File: src/rtl/cpu_io_pkg.sv
// Shared types and constants for the CPU input-port conditioning logic.
package cpu_io_pkg;

    // Width of the switch bus presented to the CPU.
    localparam int IO_DATA_W = 8;

    // Debounce length for real hardware builds: 20 ms at a 50 MHz clk.
    localparam int IO_DEBOUNCE_CYCLES_DEFAULT = 1_000_000;

    // Transaction FSM states.
    typedef enum logic [1:0] {
        IDLE     = 2'd0,
        VALID    = 2'd1,
        WAIT_REL = 2'd2
    } io_in_state_t;

endpackage

File: src/rtl/io_debounce.sv
// Single-bit 2-flop synchroniser plus debounce counter.
// clean follows the synced input only after DEBOUNCE_CYCLES consecutive
// cycles of disagreement; rise is a registered one-cycle pulse that fires
// the cycle after clean goes 0->1.
module io_debounce #(
    parameter int DEBOUNCE_CYCLES = 4
) (
    input  logic clk,
    input  logic reset,
    input  logic raw,
    output logic clean,
    output logic rise
);

    localparam int CNT_W = $clog2(DEBOUNCE_CYCLES + 1);
    localparam logic [CNT_W-1:0] CNT_LAST = CNT_W'(DEBOUNCE_CYCLES - 1);

    logic             sync_1;
    logic             sync_2;
    logic             clean_d;
    logic [CNT_W-1:0] cnt;

    // Two-flop synchroniser for the asynchronous pin.
    always_ff @(posedge clk) begin
        if (reset) begin
            sync_1 <= 1'b0;
            sync_2 <= 1'b0;
        end else begin
            sync_1 <= raw;
            sync_2 <= sync_1;
        end
    end

    // Count consecutive cycles where the synced level disagrees with clean;
    // the cycle that would bring the count to DEBOUNCE_CYCLES accepts it.
    always_ff @(posedge clk) begin
        if (reset) begin
            cnt   <= '0;
            clean <= 1'b0;
        end else if (sync_2 != clean) begin
            if (cnt == CNT_LAST) begin
                clean <= sync_2;
                cnt   <= '0;
            end else begin
                cnt <= cnt + CNT_W'(1);
            end
        end else begin
            cnt <= '0;
        end
    end

    // Registered rising-edge detect on the debounced level.
    always_ff @(posedge clk) begin
        if (reset) begin
            clean_d <= 1'b0;
            rise    <= 1'b0;
        end else begin
            clean_d <= clean;
            rise    <= clean & ~clean_d;
        end
    end

endmodule

File: src/rtl/io_input_conditioner.sv
// Board button/switch conditioner feeding the CPU input port.
// Each debounced button press captures the synced switch value and offers
// it to the CPU as one valid/ack transaction.
// Optional build macro IO_INPUT_OVERRUN_EN adds a sticky 'overrun' output
// flagging presses dropped while a transaction was still pending.
module io_input_conditioner
    import cpu_io_pkg::*;
#(
    parameter int DATA_W          = IO_DATA_W,
    parameter int DEBOUNCE_CYCLES = 4
) (
    input  logic              clk,
    input  logic              reset,
    input  logic              btn_raw,
    input  logic [DATA_W-1:0] sw_raw,
    output logic              in_valid,
    output logic [DATA_W-1:0] in_data,
    input  logic              in_ack,
`ifdef IO_INPUT_OVERRUN_EN
    output logic              overrun,
`endif
    output logic              btn_clean
);

    // state    | meaning
    // IDLE     | no data pending, waiting for a press
    // VALID    | captured data offered to the CPU until in_ack
    // WAIT_REL | acked while button still held; wait for release

    io_in_state_t      state;
    io_in_state_t      state_next;
    logic [DATA_W-1:0] sw_sync_1;
    logic [DATA_W-1:0] sw_sync_2;
    logic              press;
    logic              capture;

    io_debounce #(
        .DEBOUNCE_CYCLES(DEBOUNCE_CYCLES)
    ) u_btn_debounce (
        .clk   (clk),
        .reset (reset),
        .raw   (btn_raw),
        .clean (btn_clean),
        .rise  (press)
    );

    // Two-flop synchroniser for the switch bus.
    always_ff @(posedge clk) begin
        if (reset) begin
            sw_sync_1 <= '0;
            sw_sync_2 <= '0;
        end else begin
            sw_sync_1 <= sw_raw;
            sw_sync_2 <= sw_sync_1;
        end
    end

    // FSM state register.
    always_ff @(posedge clk) begin
        if (reset) begin
            state <= IDLE;
        end else begin
            state <= state_next;
        end
    end

    // Next-state and output decode.
    always_comb begin
        state_next = state;
        capture    = 1'b0;
        in_valid   = 1'b0;
        case (state)
            IDLE: begin
                if (press) begin
                    capture    = 1'b1;
                    state_next = VALID;
                end
            end
            VALID: begin
                in_valid = 1'b1;
                if (in_ack) begin
                    state_next = btn_clean ? WAIT_REL : IDLE;
                end
            end
            WAIT_REL: begin
                if (!btn_clean) begin
                    state_next = IDLE;
                end
            end
            default: begin
                state_next = IDLE;
            end
        endcase
    end

    // Captured data register; only loads on an accepted press.
    always_ff @(posedge clk) begin
        if (reset) begin
            in_data <= '0;
        end else if (capture) begin
            in_data <= sw_sync_2;
        end
    end

`ifdef IO_INPUT_OVERRUN_EN
    // Sticky flag: a press arrived while the CPU still owed an ack.
    always_ff @(posedge clk) begin
        if (reset) begin
            overrun <= 1'b0;
        end else if (in_ack && state == VALID) begin
            overrun <= 1'b0;
        end else if (press && state == VALID) begin
            overrun <= 1'b1;
        end
    end
`endif

endmodule

File: config.mk
export PLATFORM = sky130hd
export DESIGN_NAME = io_input_conditioner
export DESIGN_NICKNAME = d
export VERILOG_FILES = /design/src/rtl/cpu_io_pkg.sv /design/src/rtl/io_debounce.sv /design/src/rtl/io_input_conditioner.sv
export SDC_FILE = /design/constraint.sdc
export NUM_CORES = 1
export LEC_CHECK = 0
export CORE_MARGIN = 2
export CORE_UTILIZATION = 40
export DETAILED_ROUTE_END_ITERATION = 10
export DONT_BUFFER_PORTS = 1
export PLACE_DENSITY = 0.64
export SYNTH_ARGS = -nofsm -noshare
export SYNTH_HDL_FRONTEND = slang
export SYNTH_SLANG_ARGS = --single-unit
export TNS_END_PERCENT = 1
File: constraint.sdc
create_clock -name clk -period 1.5 [get_ports clk]
set_input_delay 0.075 -clock clk [delete_from_list [all_inputs] [get_ports clk]]
set_output_delay 0.075 -clock clk [all_outputs]
set_load 0.005 [all_outputs]
# Yosys cells after proc, flatten, opt, wreduce, memory -nomap -nowiden
# Cells that the tools add are included.
[word_totals]
memories = 0
output_inout_bits = 10
mem_bits_rw = 0
register_bits = 34
mem_bits_ro = 0
latch_bits = 0
[classes]
addsub = 1
n_div = 0
shift = 0
n_reduce_logical = 4
order_cmp = 0
muxes = 8
mul = 0
n_eq_ne = 7
bitwise_logic = 3
[ops]
columns = ["op", "n"]
rows = [
  ["$mux 2", 4],
  ["$pmux 2 s3", 1],
  ["$ne 2x2->1 const B", 2],
  ["$add 3x1->3 const B", 1],
  ["$eq 3x2->1 const B", 1],
  ["$mux 1", 3],
  ["$reduce_and 3->1", 1],
  ["$reduce_or 3->1", 1],
  ["$eq 2x1->1 const B", 1],
  ["$eq 2x2->1 const B", 1],
  ["$logic_not 2->1", 1],
  ["$ne 2x1->1 const B", 1],
  ["$not 1->1", 2],
  ["$reduce_and 2->1", 1],
  ["$and 1x1->1", 1],
  ["$ne 1x1->1", 1],
]

# Depth between registers and ports, before layout
[depth]
ltp_word = 3
depth_mapped = 4

# Cells and area by module
# Synthesis repeated with hierarchy kept, for this count alone.
[unflattened]
hier_cells = 99
hier_area_um2 = 1161.1
[modules_own_cells]
columns = ["module", "area_per_inst_um2", "n_inst", "cells_each", "seq_area_each_um2"]
rows = [
  ["io_input_conditioner", 894.6, 1, 78, 520.5],
  ["io_debounce", 266.5, 1, 21, 160.2],
]

# Worst setup path before layout
# Ideal clock, no wire load.
[synth_path]
kind = "reg2reg"
startpoint = "register u_btn_debounce.cnt[0]"
endpoint = "register u_btn_debounce.cnt[2]"
setup_slack_ns = 0.447
synth_period_minus_slack_ns = 1.053
stages_incl_launch_ff = 4
arrival_time_ns = 0.961
path_buffers = 0
required_time_ns = 1.408
setup_ns = 0.092
cell_sequence = "dfxtp_1 > ha_1 > ha_1 > nor4_1"
[synth_between]
elab_chain_cells = 2
[synth_rtl]
columns = ["item", "line", "text"]
rows = [
  ["from (decl)", "io_debounce.sv:21", "logic [CNT_W-1:0] cnt;"],
  ["from (signal assigned)", "io_debounce.sv:45", "cnt <= cnt + CNT_W'(1);"],
  ["branches (longest 2 deep; another with $add 3x1->3)", "n/a", ""],
]
# Several ways; the timed one is not identified.
# A chain may end at the register's enable or synchronous reset.

# Worst setup path after layout
# Same ends and word-level chain as after synthesis.

==> results by group <==
Timing
  • Final Max Slew Viols: 0
  • Final Hold Fails: 0
  • Setup_tns: 0 ps
  • Fin crit share: 75.9%
  • Clk_skew: 6.42 ps
  • Slew HR: 81.5%
  • Fmax: 879 MHz
  • Unrepaired setup endpoints after global routing: no
  • Period minus WS final: 1140 ps
  • Worst Max-Slew Pin Slew: 275 ps
  • Setup violators final: 0

Clock network
  • CTS clock-pin slew for the worst setup and hold paths: 90 ps
  • CTS root buf: clkbuf_4
  • Cts hold-fix bufs: 11
  • CTS tree: yes
  • Cts bufs inserted: 5
  • Setup Buffers After CTS: 0
  • CTS Buffer Depth: 2
  • CTS resizes: 0
  • Clock latency on the worst-skew pair: 310 ps
  • # H-tree levels: 2
  • Clock sinks: 34

Logic synthesis
  • Commonest cells in the netlist: dfxtp_1 (34), nor2b_1 (19), nand2b_1 (18)
  • Post-Syn Nets: 114
  • Post-synth top area share: 59.2%
  • Seq cells post-synth: 34
  • Synth area leaders: dfxtp_1 (59%), nor2b_1 (10%), nand2b_1 (9.8%)
  • Most frequent cell after synthesis: dfxtp_1
  • Cell Area, Synth: 1150 um2
  • Ys async rst share: 0%
  • Post-Synthesis Cells: 100
  • Sequential fraction of the synthesis area: 59.2%
  • Yosys warning total: 0
  • Synth area leader: dfxtp_1
  • Most used DFF post-synth: dfxtp_1
  • Synth unique cells: 17
  • Avg Cell Area, Syn: 11.5 um2
  • Post-synth EDFFs: 0

Status
  • Outcome: completed

Finish
  • Final #Nets: 128
  • Filler cell count: 248
  • Finished Layout Cells: 144
  • Layout cells sized above 1: 9.73%
  • N_diodes: 0
  • Area growth syn-to-layout: 16.5%

Routing
  • Final WL: 1.50 mm
  • Routed len/inst: 10.4 um
  • First-iteration detailed-routing DRC count: 9
  • Detail Route Antenna Nets: 0
  • Drt pass-1 iters: 4
  • Via density: 4.40
  • DRC errors left: 0
  • Via count: 633

Worst setup path
  • Setup crit end kind: register
  • Worst-path fanout max: 2
  • Flop2flop setup slack: 360 ps
  • Kind of start point of the critical path: register
  • Worst r2r src: u_btn_debounce.cnt[0]
  • Critical path arrival: 1360 ps
  • Crit Reg-Reg Endpoint: u_btn_debounce.cnt[2]
  • CP Class: register to register
  • R2R cell count: 3
  • Critical Path RT: 1720 ps

GRT
  • Initial antenna violation count: 0
  • Global route overflow: 0
  • GRT Resource Usage Total: 10.5%
  • Number of global-route vias before repair: 587
  • Largest net degree at the start of global routing: 41
  • First-pass GRT wire length: 2.55 mm

Die
  • I/O Pins: 22
  • Initial Util: 42.1%
  • Row count: 19
  • Die span in x: 57.6 um
  • Die Area: 3320 um2
  • Height of the die: 57.6 um
  • Placeable Area: 2730 um2

Power and ir drop
  • VDD IR max: 0.000923 V
  • Power per cell area: 1090 nW/um2
  • Leakage power: 0.494 nW

Worst hold path
  • Hold path depth: 2
  • Hold path endpoint: sw_sync_2[5]
  • Hold Crit Class: input pin to register
  • HP Start: reset

Place
  • Placed cell count: 127
  • Placer Congestion: 0.580
  • # port buffers: 0

Run
  • Max_cap viols: 0
-- critical path, stage by stage (launching register included) --
cell	delay (ps)
dfxtp_1	320
ha_1	190
ha_1	260
nor4_1	270
-- cell usage in the layout (no fill, tap or decap), drive strengths merged --
cell	Yosys	final
inv	2	2
a2111oi	1	1
dlygate4sd3	0	10
clkbuf	3	6
nand2b	18	18
buf	2	2
nor4b	1	1
nor2b	19	19
nor4	2	2
xnor2	1	1
mux2i	9	9
nand3b	1	1
nor2	3	3
a21oi	1	1
nor3b	1	1
ha	2	2
dfxtp	34	34
-- final cells by class --
cell class	count	area, um2	share of cell area [%]
Sequential cell	34	681	50.8
Multi-Input combinational cell	59	434	32.4
Timing Repair Buffer	12	128	9.52
Clock buffer	6	51.3	3.83
Tap cell	31	38.8	2.89
Inverter	2	7.51	0.560
-- per-layer routing --
layer | track usage, % | routed length (um) | up-vias
met1 | 12.7 | 736 | 260
met3 | 6.25 | 115 | 5
met5 | 0 | 0 | -
met4 | 5.98 | 35 | 0
li1 | - | - | 347
met2 | 14.4 | 616 | 21
-- worst max path at each step --
stage	endpoint	depth (start not counted)	slack (ps)	start
floorplan	u_btn_debounce.cnt[2]	3	450	u_btn_debounce.cnt[0]
global placement	u_btn_debounce.cnt[2]	3	420	u_btn_debounce.cnt[0]
detailed placement	u_btn_debounce.cnt[2]	3	350	u_btn_debounce.cnt[0]
CTS	u_btn_debounce.cnt[2]	3	330	u_btn_debounce.cnt[0]
global route	u_btn_debounce.cnt[2]	3	280	u_btn_debounce.cnt[0]
finish	u_btn_debounce.cnt[2]	3	360	u_btn_debounce.cnt[0]
-- cells by family after synthesis --
kind of cell	after synthesis	share of synthesized area, %
fa+ha+maj	2	2.18
buf+inv	7	3.05
mux	9	7.83
flops	34	59.2
simple gates	45	25.2
compound gates	2	1.74
xor+xnor	1	0.762
-- sequential cells by signal, summed over array words and instances, names as in the netlist --
register	flops
in_data	8
state	2
sw_sync_1	8
sw_sync_2	8
u_btn_debounce.clean	1
u_btn_debounce.clean_d	1
u_btn_debounce.cnt	3
u_btn_debounce.rise	1
u_btn_debounce.sync_1	1
u_btn_debounce.sync_2	1
-- power by group --
part | switching [mW] | internal (mW) | leakage [nW]
Combinational | 0.0236 | 0.0431 | 0.186
Sequential | 0.00498 | 0.925 | 0.278
Clock | 0.251 | 0.211 | 0.0302
-- per-stage QoR --
step,utilization (%),area [um2],hold WS [ps],setup slack (ps),power (mW)
after floorplan,-,1150,175,447,0.988
after global placement,42.7,1170,149,424,0.979
after detailed placement,42.7,1170,151,348,0.980
after CTS,49.0,1340,8.60,332,1.48
after global routing,49.0,1340,7.26,281,1.53
final,49.0,1340,27.7,362,1.46
(Power assumes the default switching activity.)
